**src/rtl/stream_mem_writer.sv**
```systemverilog
// Packs an 8-bit stream into little-endian 32-bit words and writes them to an on-chip memory.
// Optional running checksum of issued writes: define STREAM_MEM_WRITER_CSUM_EN.
module stream_mem_writer #(
  parameter int DEPTH  = 5120,
  parameter int ADDR_W = 13
) (
  input  logic              clk,
  input  logic              reset,
  input  logic              start,
  input  logic              abort,
  input  logic [ADDR_W-1:0] base_addr,
  input  logic [14:0]       length_bytes,
  input  logic [7:0]        in_data,
  input  logic              in_valid,
  output logic              in_ready,
  input  logic              mem_clken,
  output logic [ADDR_W-1:0] address,
  output logic [3:0]        byteenable,
  output logic              chipselect,
  output logic              write,
  output logic [31:0]       writedata,
  output logic              busy,
  output logic              done,
  output logic              err,
  output logic [31:0]       csum
);

  typedef enum logic [1:0] {IDLE, FILL, WRITE, DONE} state_t;

  state_t            state_q;
  logic [ADDR_W-1:0] addr_q;
  logic [14:0]       rem_q;
  logic [1:0]        cnt_q;
  logic [31:0]       buf_q;
  logic [31:0]       wd_q;
  logic [3:0]        be_q;
  logic              in_ready_q, cs_q, write_q, busy_q, done_q, err_q;

  logic [31:0]       word_d;
  logic [3:0]        be_d;
  logic [ADDR_W-1:0] addr_inc;
  logic              last_byte, bad_base, issue, start_ok;

  always_comb begin
    word_d = buf_q;
    word_d[{cnt_q, 3'b000} +: 8] = in_data;
    case (cnt_q)
      2'd0:    be_d = 4'b0001;
      2'd1:    be_d = 4'b0011;
      2'd2:    be_d = 4'b0111;
      default: be_d = 4'b1111;
    endcase
    addr_inc  = (addr_q == ADDR_W'(DEPTH - 1)) ? '0 : addr_q + 1'b1;
    last_byte = (cnt_q == 2'd3) || (rem_q == 15'd1);
    bad_base  = 32'(base_addr) >= 32'(DEPTH);
    // A write presented while mem_clken is high is taken, even if abort arrives with it.
    issue     = (state_q == WRITE) && mem_clken;
    start_ok  = (state_q == IDLE) && start && !bad_base;
  end

  always_ff @(posedge clk) begin
    if (reset) begin
      state_q    <= IDLE;
      addr_q     <= '0;
      rem_q      <= '0;
      cnt_q      <= '0;
      buf_q      <= '0;
      wd_q       <= '0;
      be_q       <= '0;
      in_ready_q <= 1'b0;
      cs_q       <= 1'b0;
      write_q    <= 1'b0;
      busy_q     <= 1'b0;
      done_q     <= 1'b0;
      err_q      <= 1'b0;
    end else begin
      done_q <= 1'b0;
      err_q  <= 1'b0;
      if (abort && state_q != IDLE) begin
        state_q    <= IDLE;
        rem_q      <= '0;
        cnt_q      <= '0;
        buf_q      <= '0;
        wd_q       <= '0;
        be_q       <= '0;
        in_ready_q <= 1'b0;
        cs_q       <= 1'b0;
        write_q    <= 1'b0;
        busy_q     <= 1'b0;
        if (issue) addr_q <= addr_inc;
      end else begin
        case (state_q)
          IDLE: begin
            if (start) begin
              if (bad_base) begin
                err_q <= 1'b1;
              end else begin
                addr_q <= base_addr;
                rem_q  <= length_bytes;
                cnt_q  <= '0;
                buf_q  <= '0;
                busy_q <= 1'b1;
                if (length_bytes == 15'd0) begin
                  state_q <= DONE;
                  done_q  <= 1'b1;
                end else begin
                  state_q    <= FILL;
                  in_ready_q <= 1'b1;
                end
              end
            end
          end
          FILL: begin
            if (in_valid && in_ready_q) begin
              rem_q <= rem_q - 15'd1;
              if (last_byte) begin
                state_q    <= WRITE;
                in_ready_q <= 1'b0;
                cs_q       <= 1'b1;
                write_q    <= 1'b1;
                wd_q       <= word_d;
                be_q       <= be_d;
                buf_q      <= '0;
                cnt_q      <= '0;
              end else begin
                buf_q <= word_d;
                cnt_q <= cnt_q + 2'd1;
              end
            end
          end
          WRITE: begin
            if (mem_clken) begin
              cs_q    <= 1'b0;
              write_q <= 1'b0;
              wd_q    <= '0;
              be_q    <= '0;
              addr_q  <= addr_inc;
              if (rem_q == 15'd0) begin
                state_q <= DONE;
                done_q  <= 1'b1;
              end else begin
                state_q    <= FILL;
                in_ready_q <= 1'b1;
              end
            end
          end
          DONE: begin
            state_q <= IDLE;
            busy_q  <= 1'b0;
          end
          default: state_q <= IDLE;
        endcase
      end
    end
  end

`ifdef STREAM_MEM_WRITER_CSUM_EN
  logic [31:0] csum_q;
  always_ff @(posedge clk) begin
    if (reset)         csum_q <= '0;
    else if (start_ok) csum_q <= '0;
    else if (issue)    csum_q <= csum_q + wd_q;
  end
  assign csum = csum_q;
`else
  logic unused_csum;
  assign unused_csum = start_ok;
  assign csum = 32'd0;
`endif

  assign in_ready   = in_ready_q;
  assign address    = addr_q;
  assign byteenable = be_q;
  assign chipselect = cs_q;
  assign write      = write_q;
  assign writedata  = wd_q;
  assign busy       = busy_q;
  assign done       = done_q;
  assign err        = err_q;

endmodule

```
**config.mk**
```make
export PLATFORM = sky130hd
export DESIGN_NAME = stream_mem_writer
export DESIGN_NICKNAME = d
export VERILOG_FILES = /design/src/rtl/stream_mem_writer.sv
export SDC_FILE = /design/constraint.sdc
export NUM_CORES = 1
export LEC_CHECK = 0
export BUFFER_PORTS_ARGS = -buffer_cell sky130_fd_sc_hd__buf_2
export CAP_MARGIN = 25
export CORE_UTILIZATION = 45
export DETAILED_ROUTE_END_ITERATION = 8
export GPL_TIMING_DRIVEN = 1
export PLACE_DENSITY_LB_ADDON = 0.3
export REMOVE_ABC_BUFFERS = 1
export SETUP_SLACK_MARGIN = 0.05
export SLEW_MARGIN = 25
export SYNTH_ARGS = -nofsm -noshare
export SYNTH_HDL_FRONTEND = slang
export SYNTH_SLANG_ARGS = --single-unit
```
**constraint.sdc**
```tcl
create_clock -name clk -period 2.8 [get_ports clk]
set_input_delay 0.56 -clock clk [delete_from_list [all_inputs] [get_ports clk]]
set_output_delay 0.56 -clock clk [all_outputs]
set_load 0.005 [all_outputs]
```
=== After elaboration in Yosys (flattened, before gate mapping) ===
Index checks and enable logic that the tools add are counted.

* Register bits: 105
* Input port bits: 42
* Output and inout bits: 87
* Word-level logic and storage cells: 123

* $add $sub $neg: 4
* Order comparisons: 1
* Equality and inequality tests: 19
* Shift operators: 2
* Mux-type cells: 61
* Bitwise logic cells: 2
* Reduce and logical (&&, ||, !) cells: 22

{| class="wikitable"
|+ Operator list
! kind !! count
|-
| 2-to-1 mux 32 bit || 7
|-
| case mux 32 bit (2 select lines) || 2
|-
| 2-to-1 mux 13 bit || 6
|-
| 2-to-1 mux 15 bit || 3
|-
| bitwise mux 32 bit || 1
|-
| variable shift 8 x 7 -> 32 bit, first input constant || 1
|-
| indexed part select 8 x 7 -> 32 bit || 1
|-
| logical NOT 15 bit || 2
|-
| case mux 15 bit (2 select lines) || 1
|-
| case mux 13 bit (2 select lines) || 1
|-
| 2-to-1 mux 2 bit || 11
|-
| 2-to-1 mux 1 bit || 18
|-
| inequality test 2 bit, second input constant || 8
|-
| == test 15 x 1 -> 1 bit, second input constant || 1
|-
| subtractor 15 x 1 -> 15 bit, second input constant || 1
|-
| adder 13 x 1 -> 13 bit, second input constant || 1
|-
| == test 13 bit, second input constant || 1
|-
| greater-or-equal comparator 13 bit, second input constant || 1
|-
| 2-to-1 mux 4 bit || 3
|-
| case mux 4 bit (3 select lines) || 1
|-
| AND reduction 5 bit || 2
|-
| inequality test 3 x 2 -> 1 bit, second input constant || 3
|-
| == test 2 bit, second input constant || 4
|-
| case mux 2 bit (4 select lines) || 1
|-
| other kinds (18) || 30
|}

=== Depth between registers and ports, before layout ===
* Depth in word-level cells: 6
* Gate-level depth with buffers: 8
* Mapped depth without buffers: 7

=== Least setup slack after synthesis ===
No wires, ideal clock.

* Path kind: reg2reg
* Start: register rem_q[1]
* End: register in_ready_q, in the netlist in_ready
* Setup time: 0.117 ns
* Arrival: 2.161 ns
* Required time: 2.683 ns
* Path slack: 0.522 ns
* Cell stages (with the launch flop): 8
* Buffers on the path: 0
* Period minus slack after synthesis: 2.278 ns
* Path through: dfxtp_1 > inv_1 > ha_1 > or4b_2 > nor4_4 > nor2_1 > or4_1 > a32o_1

* Longest elaborated chain between the ends: 4
* Elaborated cells between the ends (all ways): 6
* Classes of those cells: eq/ne (3); reduce/logical (3)

{| class="wikitable"
|+ Ends and longest elaborated chain
! what !! line !! text
|-
| start: declaration || 32 || <nowiki>logic [14:0] rem_q;</nowiki>
|-
| start signal: assignment || 99 || <nowiki>rem_q <= length_bytes;</nowiki>
|-
| start signal: assignment || 115 || <nowiki>rem_q <= rem_q - 15'd1;</nowiki>
|-
| == test 15 x 1 -> 1 bit || 54 || <nowiki>last_byte = (cnt_q == 2'd3) || (rem_q == 15'd1);</nowiki>
|-
| logical OR 1 bit || 54 ||
|-
| inequality test 2 bit (no line) || n/a ||
|-
| AND reduction 8 bit (no line) * || n/a ||
|-
| end signal: assignment || 70 || <nowiki>in_ready_q <= 1'b0;</nowiki>
|-
| end signal: assignment || 86 || <nowiki>in_ready_q <= 1'b0;</nowiki>
|-
| end signal: assignment || 108 || <nowiki>in_ready_q <= 1'b1;</nowiki>
|-
| end: declaration || 37 || <nowiki>logic in_ready_q, cs_q, write_q, busy_q, done_q, err_q;</nowiki>
|}

Mark *: on every way between the ends. The rest lies on a longest branch, timed or not.
A chain may end at the register's enable or synchronous reset.

=== Worst setup path in the final report ===
Same ends and word-level chain as after synthesis.

==> summary.txt <==
Placed design
  • GPL Wtd Cong: 0.846
  • Dpl cell area: 0.00582 mm2
  • # port buffers: 96
  • Hpwl dp: 9300 um

Synth
  • Syn Inst Count: between 600 and 700
  • Register area share after synthesis: 39.7%
  • Count of different cell masters after synthesis: 54
  • Syn avg cell area: approximately 8.2 um2
  • FFs w/ async S/R, synth: 0%
  • Main synth FF type: dfxtp_1
  • Yosys warns: 0
  • #FFs+latches synth: roughly 100
  • Synthesized cell area: 0.00525 mm2
  • Post-synth EDFFs: 0

Die
  • Die area: 0.0121 mm2
  • Die W: 110 um
  • Core Footprint: roughly 0.011 mm2
  • I/O pin cnt: 129
  • Row cnt: 39
  • Die Ht: around 110 um
  • Initial Util: 46.2%

Layout
  • P&R area growth vs syn: 17.0%
  • Ant diodes: 0
  • Reg area: 0.00208 mm2
  • FILL cells: 1041
  • Multi-input logic area: 0.00287 mm2
  • Layout cells sized above 1: 19.6%
  • Final #Nets: 782
  • Final instance area: 0.00614 mm2

Global routing
  • Met3 usage: roughly 3.8%
  • Top Usage Layer GRT: met2
  • Vias in the first global route: roughly 4600
  • Initial antenna violation count: 0
  • First-pass GRT wire length: 21400 um
  • GRT Resource Usage Total: 22.5%
  • GR Util met2: 37.4%
  • Largest net degree at the start of global routing: 46
  • GRT overflow: 0
  • Met1 usage: about 29%

Clock tree
  • Clock Latency Late Sink: 0.34 ns
  • Setup bufs post-CTS: 0
  • Reg clk slew, reported paths: approximately 0.08 ns
  • Clock sink count: between 100 and 150
  • Clock Root Buffer: clkbuf_16
  • TritonCTS clock tree: built
  • Cts bufs inserted: 9
  • Post-CTS Hold Buffers: 0
  • H-tree Lvls: 3
  • Clock buffer depth: 2
  • Post-cts sizing count: 0

Critical path
  • Max stage delay on crit path: 0.63 ns
  • CP max-delay cell: or4b_2
  • Buf/Inv on CP: 1
  • Worst-path cell chain: inv_1 > ha_1 > or4b_2 > nor4_4 > nor2_1 > or4_1 > a32o_1
  • Critical path class: reg2reg
  • FF-to-FF End: in_ready
  • RR Startpoint: rem_q[1]
  • Worst path top cell family by delay: simple AND/OR/NAND/NOR gates
  • R2R Setup Slk: 0.31 ns
  • Crit path max fanout: 4
  • Worst EP arrival: 2.72 ns
  • CP Data Required Time: roughly 3.0 ns
  • CP endpoint kind: register
  • Reg2Reg Depth: 7
  • Nature of the critical path startpoint: register

Timing
  • Hold Fails Final Rpt: 0
  • Skew final: 0.0126 ns
  • Tmin final: between 2 and 2.5 ns
  • Slew @ Worst Pin: 1.03 ns
  • Unrepaired setup endpoints after global routing: no
  • Hold slack: 0.448 ns
  • Final period util: just under 90%
  • Max Transition Viols Final: 0
  • Final setup vio count: 0
  • Highest clock rate: ~400 MHz
  • Slew headroom: between 30% and 40%
  • TNS Setup: 0 ns

Hold path
  • Worst min-delay path class: reg2reg
  • Hold worst-path end: buf_q[12]
  • Hold Path Depth: 2
  • Worst hold start: buf_q[12]

Detailed routing
  • Vias per inst: approximately 5.7
  • Antenna Nets Post-Route: 0
  • Drt wl/cell: 15.2 um
  • Routed via count: 4993
  • First drt pass iteration count: 7
  • DR DRC count: 2
  • DRT iter0 DRCs: about 280
  • Routed WL: roughly 13000 um

Flow run
  • Max_cap viols: 0

Status
  • Failing checks: design-rule violations
  • Status: finished, violations left

Pwr
  • Leakage: about 2.5 nW
  • Peak supply drop: 0.376 mV
  • Pwr/cell area: 563 mW/mm2
worst reg2reg max path: cells and delay by family, from the launching register on:
family	cells	cell delay, ns
simple gates	4	1.53
buf+inv	1	0.10
fa+ha+maj	1	0.14
flops	1	0.33
compound gates	1	0.28
sequential cells by signal, indices dropped and copies added, names as in the netlist:
signal / flops
buf_q: 32
in_ready: 1
writedata: 32
done: 1
rem_q: 15
address: 13
busy: 1
err: 1
byteenable: 4
cnt_q: 2
state_q: 2
worst max-delay path by stage:
stage / startpoint / endpoint / slack (ns) / depth (start not counted)
2_1_floorplan: state_q[0] / byteenable[3] / -1.40 / 5
3_3_place_gp: rem_q[1] / in_ready / 0.40 / 7
3_5_place_dp: rem_q[1] / in_ready / 0.34 / 7
4_1_cts: rem_q[1] / in_ready / 0.30 / 7
5_1_grt: rem_q[1] / in_ready / 0.18 / 7
6_report: rem_q[1] / in_ready / 0.31 / 7
layout make-up:
class | instances | area share, %
Multi-Input combinational cell | 488 | 46.8
Inverter | 12 | 0.733
Tap cell | 143 | 2.91
Sequential cell | 104 | 33.9
Clock buffer | 9 | 3.67
Clock inverter | 7 | 1.55
Timing Repair Buffer | 116 | 10.5
power breakdown:
| part | internal, mW | leakage [nW] | switching [mW] |
|---|---|---|---|
| combinational | 0.207 | 1.47 | 0.342 |
| clock | 0.721 | 0.157 | 0.607 |
| sequential | 1.53 | 0.842 | 0.0592 |
cell usage in the layout (no fill, tap or decap), drive strengths merged, types with 29 or more instances in the layout:
cell,n
a21oi,90
nand2b,39
buf,116
nor2b,37
conb,32
o21ai,29
o2bb2ai,34
nor2,34
dfxtp,104
nand2,67
kinds of logic (layout without fill, tap and decap cells):
logic type      after synthesis  after routing  share of synthesized area [%]
flops                       104            104                           39.7
mux                           3              3                          0.596
other cells                   1             32                         0.0714
fa+ha+maj                     9              9                           2.15
xor+xnor                      2              2                          0.334
buf+inv                      81            144                           8.22
simple gates                234            234                           23.6
compound gates              208            208                           25.3
metrics by stage:
step                util [%]  instances  setup slack [ns]  power (mW)
floorplan                  -        604             -1.40        1.95
global placement        51.2        863             0.402        2.15
detailed placement      51.2        863             0.344        2.16
finish                  54.0        879             0.310        3.46
global route            54.0        879             0.183        3.61
CTS                     54.0        879             0.302        3.49
layer usage:
metal | wire length [um] | share of wire, %
met2 | 6260 | 47
met1 | 5860 | 44
met5 | 0 | 0
met3 | 992 | 7.4
met4 | 275 | 2.1
synth_stat cells, types with 11 or more instances:
cell / instances / share of area, %
dfxtp_1: 104 / 40
a21oi_1: 90 / 8.6
nand2_1: 67 / 4.8
nand2b_1: 39 / 4.6
nor2b_1: 37 / 4.4
buf_4: 34 / 4.9
clkbuf_1: 34 / 2.4
nor2_1: 34 / 2.4
o2bb2ai_1: 34 / 5.7
o21ai_0: 29 / 2.8
inv_1: 12 / 0.86
nor3_1: 11 / 1.0
(Power assumes the default switching activity.)
